--- src/rtl/cfg_spi_slave.sv ---
`default_nettype none
// ============================================================================
// Module  : cfg_spi_slave
// Brief   : Mode-0 SPI slave driving single-cycle writes and read-back on the
//           parallel config bus. Define CFG_SPI_PARITY_EN for a trailing
//           even-parity bit per frame (default build: no parity).
// Revision: 1.0 - initial release
// ============================================================================
module cfg_spi_slave #(
    parameter int DATA_W = 16,
    parameter int ADDR_W = 5
) (
    input  logic              clk,
    input  logic              rst_n,
    input  logic              i_sclk,
    input  logic              i_cs_n,
    input  logic              i_mosi,
    output logic              o_miso,
    input  logic [DATA_W-1:0] i_cfg_rdata,
    output logic              o_cfg_we,
    output logic [ADDR_W-1:0] o_cfg_addr,
    output logic [DATA_W-1:0] o_cfg_data_in,
    output logic              o_busy,
    output logic              o_frame_err
);

    localparam int c_MAX_W = (ADDR_W > DATA_W) ? ADDR_W : DATA_W;
    localparam int c_CNT_W = $clog2(c_MAX_W + 1);

    typedef enum logic [2:0] {
        S_IDLE = 3'd0,
        S_CMD  = 3'd1,
        S_ADDR = 3'd2,
        S_DATA = 3'd3,
`ifdef CFG_SPI_PARITY_EN
        S_PAR  = 3'd4,
`endif
        S_HOLD = 3'd5
    } state_t;

    logic r_sclk_s1, r_sclk_s2, r_sclk_d;
    logic r_cs_s1, r_cs_s2, r_cs_d, r_cs_armed;
    logic r_mosi_s1, r_mosi_s2;

    logic w_sclk_rise, w_sclk_fall, w_cs_fall;

    state_t              r_state;
    logic [c_CNT_W-1:0]  r_cnt;
    logic                r_cmd;
    logic [ADDR_W-1:0]   r_addr_sh;
    logic [DATA_W-1:0]   r_data_sh;
    logic [DATA_W-1:0]   r_tx;
    logic                r_hold_entry;
    logic                r_addr_done;
    logic                r_rd_pend1;
    logic                r_rd_pend2;
    logic                r_we;
    logic [ADDR_W-1:0]   r_cfg_addr;
    logic [DATA_W-1:0]   r_cfg_data;
`ifdef CFG_SPI_PARITY_EN
    logic                r_par;
    logic                r_frame_err;
`endif

    // The cs_n chain resets to "low" and r_cs_armed to 0, so a frame already in
    // progress when reset is released is never mistaken for a new cs_n fall.
    always_ff @(posedge clk or negedge rst_n) begin
        if (!rst_n) begin
            r_sclk_s1  <= 1'b0;
            r_sclk_s2  <= 1'b0;
            r_sclk_d   <= 1'b0;
            r_cs_s1    <= 1'b0;
            r_cs_s2    <= 1'b0;
            r_cs_d     <= 1'b0;
            r_cs_armed <= 1'b0;
            r_mosi_s1  <= 1'b0;
            r_mosi_s2  <= 1'b0;
        end else begin
            r_sclk_s1  <= i_sclk;
            r_sclk_s2  <= r_sclk_s1;
            r_sclk_d   <= r_sclk_s2;
            r_cs_s1    <= i_cs_n;
            r_cs_s2    <= r_cs_s1;
            r_cs_d     <= r_cs_s2;
            r_cs_armed <= r_cs_armed | r_cs_s2;
            r_mosi_s1  <= i_mosi;
            r_mosi_s2  <= r_mosi_s1;
        end
    end

    assign w_sclk_rise = r_sclk_s2 & ~r_sclk_d;
    assign w_sclk_fall = ~r_sclk_s2 & r_sclk_d;
    assign w_cs_fall   = ~r_cs_s2 & r_cs_d;

    always_ff @(posedge clk or negedge rst_n) begin
        if (!rst_n) begin
            r_state      <= S_IDLE;
            r_cnt        <= '0;
            r_cmd        <= 1'b0;
            r_addr_sh    <= '0;
            r_data_sh    <= '0;
            r_tx         <= '0;
            r_hold_entry <= 1'b0;
            r_addr_done  <= 1'b0;
            r_rd_pend1   <= 1'b0;
            r_rd_pend2   <= 1'b0;
            r_we         <= 1'b0;
            r_cfg_addr   <= '0;
            r_cfg_data   <= '0;
`ifdef CFG_SPI_PARITY_EN
            r_par        <= 1'b0;
            r_frame_err  <= 1'b0;
`endif
        end else begin
            r_we         <= 1'b0;
            r_hold_entry <= 1'b0;
            r_addr_done  <= 1'b0;
            r_rd_pend1   <= 1'b0;
            r_rd_pend2   <= r_rd_pend1;

            if (r_cs_s2) begin
                r_state <= S_IDLE;
            end else begin
                case (r_state)
                    S_IDLE: begin
                        if (w_cs_fall) begin
                            r_state <= S_CMD;
                            r_cnt   <= '0;
                            r_tx    <= '0;
`ifdef CFG_SPI_PARITY_EN
                            r_par   <= 1'b0;
`endif
                        end
                    end
                    S_CMD: begin
                        if (w_sclk_rise) begin
                            r_cmd   <= r_mosi_s2;
                            r_state <= S_ADDR;
                            r_cnt   <= '0;
`ifdef CFG_SPI_PARITY_EN
                            r_par   <= r_par ^ r_mosi_s2;
`endif
                        end
                    end
                    S_ADDR: begin
                        if (w_sclk_rise) begin
                            r_addr_sh <= {r_addr_sh[ADDR_W-2:0], r_mosi_s2};
`ifdef CFG_SPI_PARITY_EN
                            r_par     <= r_par ^ r_mosi_s2;
`endif
                            if (r_cnt == c_CNT_W'(ADDR_W - 1)) begin
                                r_state     <= S_DATA;
                                r_cnt       <= '0;
                                r_addr_done <= 1'b1;
                            end else begin
                                r_cnt <= r_cnt + c_CNT_W'(1);
                            end
                        end
                    end
                    S_DATA: begin
                        if (w_sclk_rise) begin
                            r_data_sh <= {r_data_sh[DATA_W-2:0], r_mosi_s2};
`ifdef CFG_SPI_PARITY_EN
                            r_par     <= r_par ^ r_mosi_s2;
`endif
                            if (r_cnt == c_CNT_W'(DATA_W - 1)) begin
                                r_cnt <= '0;
`ifdef CFG_SPI_PARITY_EN
                                r_state      <= S_PAR;
`else
                                r_state      <= S_HOLD;
                                r_hold_entry <= 1'b1;
`endif
                            end else begin
                                r_cnt <= r_cnt + c_CNT_W'(1);
                            end
                        end
                    end
`ifdef CFG_SPI_PARITY_EN
                    S_PAR: begin
                        if (w_sclk_rise) begin
                            r_par        <= r_par ^ r_mosi_s2;
                            r_state      <= S_HOLD;
                            r_hold_entry <= 1'b1;
                        end
                    end
`endif
                    S_HOLD: begin
                        r_state <= S_HOLD;
                    end
                    default: begin
                        r_state <= S_IDLE;
                    end
                endcase
            end

            // Read: address is presented first, the muxed data is captured
            // two clocks later once the register mux has settled.
            if (r_addr_done && !r_cmd) begin
                r_cfg_addr <= r_addr_sh;
                r_rd_pend1 <= 1'b1;
            end

            if (r_rd_pend2 && (r_state == S_DATA)) begin
                r_tx <= i_cfg_rdata;
            end else if (w_sclk_fall && (r_state == S_DATA) && (r_cnt != '0)) begin
                r_tx <= {r_tx[DATA_W-2:0], 1'b0};
            end

            if (r_hold_entry) begin
`ifdef CFG_SPI_PARITY_EN
                if (r_par) begin
                    r_frame_err <= 1'b1;
                end else if (r_cmd) begin
                    r_we       <= 1'b1;
                    r_cfg_addr <= r_addr_sh;
                    r_cfg_data <= r_data_sh;
                end
`else
                if (r_cmd) begin
                    r_we       <= 1'b1;
                    r_cfg_addr <= r_addr_sh;
                    r_cfg_data <= r_data_sh;
                end
`endif
            end
        end
    end

    assign o_miso        = (r_state == S_DATA) & ~r_cmd & r_tx[DATA_W-1];
    assign o_cfg_we      = r_we;
    assign o_cfg_addr    = r_cfg_addr;
    assign o_cfg_data_in = r_cfg_data;
    assign o_busy        = ~r_cs_s2 & r_cs_armed;
`ifdef CFG_SPI_PARITY_EN
    assign o_frame_err   = r_frame_err;
`else
    assign o_frame_err   = 1'b0;
`endif

endmodule
`default_nettype wire

--- config.mk ---
export PLATFORM = sky130hd
export DESIGN_NAME = cfg_spi_slave
export DESIGN_NICKNAME = d
export VERILOG_FILES = /design/src/rtl/cfg_spi_slave.sv
export SDC_FILE = /design/constraint.sdc
export NUM_CORES = 1
export LEC_CHECK = 0
export CORE_AREA = 2 2 122 124
export DETAILED_ROUTE_END_ITERATION = 16
export DIE_AREA = 0 0 124 126
export MAX_ROUTING_LAYER = met4
export RECOVER_POWER = 50
export SYNTH_ARGS = -nofsm -noshare
export SYNTH_HDL_FRONTEND = slang
export SYNTH_SLANG_ARGS = --single-unit
--- constraint.sdc ---
create_clock -name clk -period 1.61 [get_ports clk]
set_input_delay 0.161 -clock clk [delete_from_list [all_inputs] [get_ports clk]]
set_output_delay 0.161 -clock clk [all_outputs]
set_load 0.01 [all_outputs]
==> summary.md <==
| Metric | Value |
|---|---|
| Area leader, netlist | dfrtp_1 |
| R2R depth | 7 |
| Finish-stage setup viols | 1 |
| Crit Path Category | reg2reg |
| EDFF count, synth | 0 |
| Slew Viols, Final | 0 |
| CP arrival | between 1500 and 2000 ps |
| Sequential share of power | between 40% and 50% |
| Distinct cells, synth | 43 |
| DR WL/cell | 14.0 µm |
| Relative slew margins | 62.2% |
| Largest net degree at the start of global routing | 32 |
| Antenna diodes | 0 |
| Synth Flop Type | dfrtp_1 |
| Number of fill cells | 1436 |
| Startpoint class of the critical path | register |
| First-pass GRT wire length | about 13000 µm |
| RePlAce Congestion | between 0.8 and 0.9 |
| Later-pin clock latency in the skew report | roughly 340 ps |
| TritonCTS Sinks | a little over 80 |
| Total CTS buffers | 9 |
| Max Clock Freq | about 0.62 GHz |
| Clock Power Share | a little under half |
| Core ar. | 14300 µm² |
| H-tree depth | 3 |
| Unrepaired setup endpoints after global routing | true |
| Clock transition at path regs | roughly 60 ps |
| Die Span Y | roughly 130 µm |
| CTS tree | built |
| Number of synthesis warnings | 0 |
| Fin. Hold Viols | 0 |
| Sw Share | around 22% |
| All-layer global routing usage | 10.7% |
| Final min period | around 1600 ps |
| Final Util | 33.2% |
| Setup ws final | -2.48 ps |
| Worst hold path type | reg2reg |
| Run status | finished, violations left |
| Initial DRC Count | about 170 |
| Nets | 372 |
| Mapped Area | between 3000 and 4000 µm² |
| Synth top area share | just under 60% |
| Crit Reg-Reg Startpoint | r_cnt[0]$_DFFE_PN0P_ |
| Worst hold path depth | 0 |
| CP Launch Point | r_cnt[0]$_DFFE_PN0P_ |
| Async set-or-reset flop fraction in the synthesized netlist | 100% |
| Gr ovfl total | 0 |
| Most common cell on crit path | nor4b_4 |
| Die area | between 15000 and 20000 µm² |
| Register area share after synthesis | around 58% |
| Synth cell count leaders | 81 x dfrtp_1, 34 x nand2_1, 30 x mux2_2 |
| Critical Path RT | ~1900 ps |
| Critical-path cell list | inv_2 -> ha_4 -> nor4b_4 -> nor4b_4 -> buf_4 -> a31o_4 -> o211ai_1 |
| Critical path's largest stage delay | 400 ps |
| Starting density of the core | about a quarter |
| Iteration count of the initial detailed-routing pass | 4 |
| Pint | about 3.4 mW |
| Leakage | 2.18 nW |
| Syn_nets | between 300 and 400 |
| Peak fanout along the critical path | 8 |
| Syn_area_per_cell | between 10 and 15 µm² |
| Max cap viols | 0 |
| Die Wd | between 100 and 150 µm |
| Initial antenna violation count | 0 |
| Clk root buf | clkbuf_16 |
| Final setup TNS | -2.48 ps |
| Post-route DRC | 0 |
| Vias | ~2400 |
| Routed WL | between 7000 and 8000 µm |
| Clk buf depth | 2 |
| Top cells by area, synth | dfrtp_1 58%, mux2_2 9.7%, mux2_4 6.0% |
| Pwr per Cell Area | 928 nW/µm² |
| Peak supply drop | 0.610 mV |
| DP HPWL | between 4000 and 5000 µm |
| Routed vias/inst | around 4.4 |
| CP endpoint kind | register |
| Layout area overhead | 36.1% |
| Post-Syn Instances | about 280 |
| # IOs | 46 |
| FP Rows | between 40 and 50 |
| Vias in the first global route | around 2600 |
| Yosys reg bits | about 80 |
| Violations in the final reports | negative setup slack |
| PortBufs | 44 |
| Switching pwr | about 970 µW |
| Antenna Nets Post-Route | 0 |
| Layout cells sized above 1 | between 30% and 40% |
| Most common cell in the netlist | dfrtp_1 |
| Worst Max-Slew Pin Slew | about 570 ps |
| Final setup skew | roughly 4.4 ps |
| Hold Crit Start | r_rd_pend1$_DFF_PN0_ |
| CP max-delay cell | dfrtp_1 |
| Proportion of power drawn by combinational gates | 6.2% |
| Period utilization | 100% |
cell usage in the layout, fill, tap and decap left out, types with 3 or more instances in the layout:
master / instances
dfrtp_1: 78
clkdlybuf4s50_1: 38
nand2_1: 34
mux2_2: 29
buf_4: 24
nand3_1: 16
mux2_4: 15
o211ai_1: 15
nor2_1: 9
clkbuf_16: 9
nor2b_1: 6
dlygate4sd3_1: 4
nor3_1: 3
a31oi_1: 3
o21ai_0: 3
buf_6: 3
dfrtp_2: 3
power by group through the flow:
| stage | sequential [mW] | combinational (mW) | clock [mW] |
|---|---|---|---|
| 2_1_floorplan | 2.12 | 0.101 | 0 |
| 3_3_place_gp | 2.13 | 0.246 | 0 |
| 3_5_place_dp | 2.13 | 0.250 | 0 |
| 4_1_cts | 2.10 | 0.262 | 2.11 |
| 5_1_grt | 2.10 | 0.297 | 2.21 |
| 6_report | 2.10 | 0.272 | 2.04 |
sequential cells by signal (all words and copies together), names as in the netlist, 3 cells and up:
register and flops:
r_addr_sh 5, r_tx 16, r_cnt 5, o_cfg_data_in 16, r_data_sh 16, r_state 3
o_cfg_addr 5
worst paths after layout:
kind                       slack, ps                     end
max in group asynchronous        320  r_state[0]$_DFFE_PN0P_
min in group asynchronous        370    r_cnt[1]$_DFFE_PN0P_
hold / removal                   350    r_rd_pend2$_DFF_PN0_
setup / recovery                  -2     r_tx[9]$_DFFE_PN0P_
setup reg to reg                  -2     r_tx[9]$_DFFE_PN0P_
hold reg to reg                  350    r_rd_pend2$_DFF_PN0_
metrics by stage:
| step | hold slack [ps] | cells | setup WS (ps) | cell area, µm² | total power, mW |
|---|---|---|---|---|---|
| 2_1_floorplan | -135 | 277 | 4.06 | 3520 | 2.22 |
| 3_3_place_gp | 109 | 514 | -24.4 | 4330 | 2.38 |
| 3_5_place_dp | 98.2 | 514 | -51.9 | 4330 | 2.38 |
| 4_1_cts | 241 | 533 | -19.6 | 4680 | 4.47 |
| 5_1_grt | 363 | 537 | -101 | 4750 | 4.61 |
| 6_report | 350 | 537 | -2.48 | 4750 | 4.41 |
repair_timing:
item | CTS | global route
resized for setup | 11 | 19
hold buffers | 1 | 0
setup endpoints to repair | 26 | 24
cloned | 0 | 1
hold endpoints to repair | 20 | 0
setup buffers | 2 | 3
pin swaps | 1 | 3
worst max-delay path, delay by kind of cell, from the launching register on:
family                     cells  cell delay (ps)
adders and majority gates      1              150
and+or+nand+nor                2              330
AOI/OAI and AO/OA              2              410
DFF                            1              400
buffers and inverters          2              240
area by class of cell:
cell class / instances / area [µm²] / area share (%)
Clock buffer: 11 / 243 / 5.11
Tap cell: 184 / 230 / 4.84
Inverter: 4 / 15.0 / 0.316
Sequential cell: 81 / 2030 / 42.7
Multi-Input combinational cell: 176 / 1470 / 30.9
Timing Repair Buffer: 76 / 708 / 14.9
Clock inverter: 5 / 55.1 / 1.16
kinds of logic after synthesis:
family	count (synthesis)	share of synthesized area (%)
flip-flops	81	58.0
AND/OR/NAND/NOR	92	14.8
other	1	0.107
buffers and inverters	21	3.19
adder cells (fa/ha/maj)	3	1.07
multiplexers	45	16.0
AO/OA/AOI/OAI	34	6.81
layer usage:
layer	GRT usage, %	part of all wire (%)
met2	15.7	48
met4	4.16	1.7
met3	3.58	6.1
met1	13.6	45
met5	-	0
(Power assumes the default switching activity.)
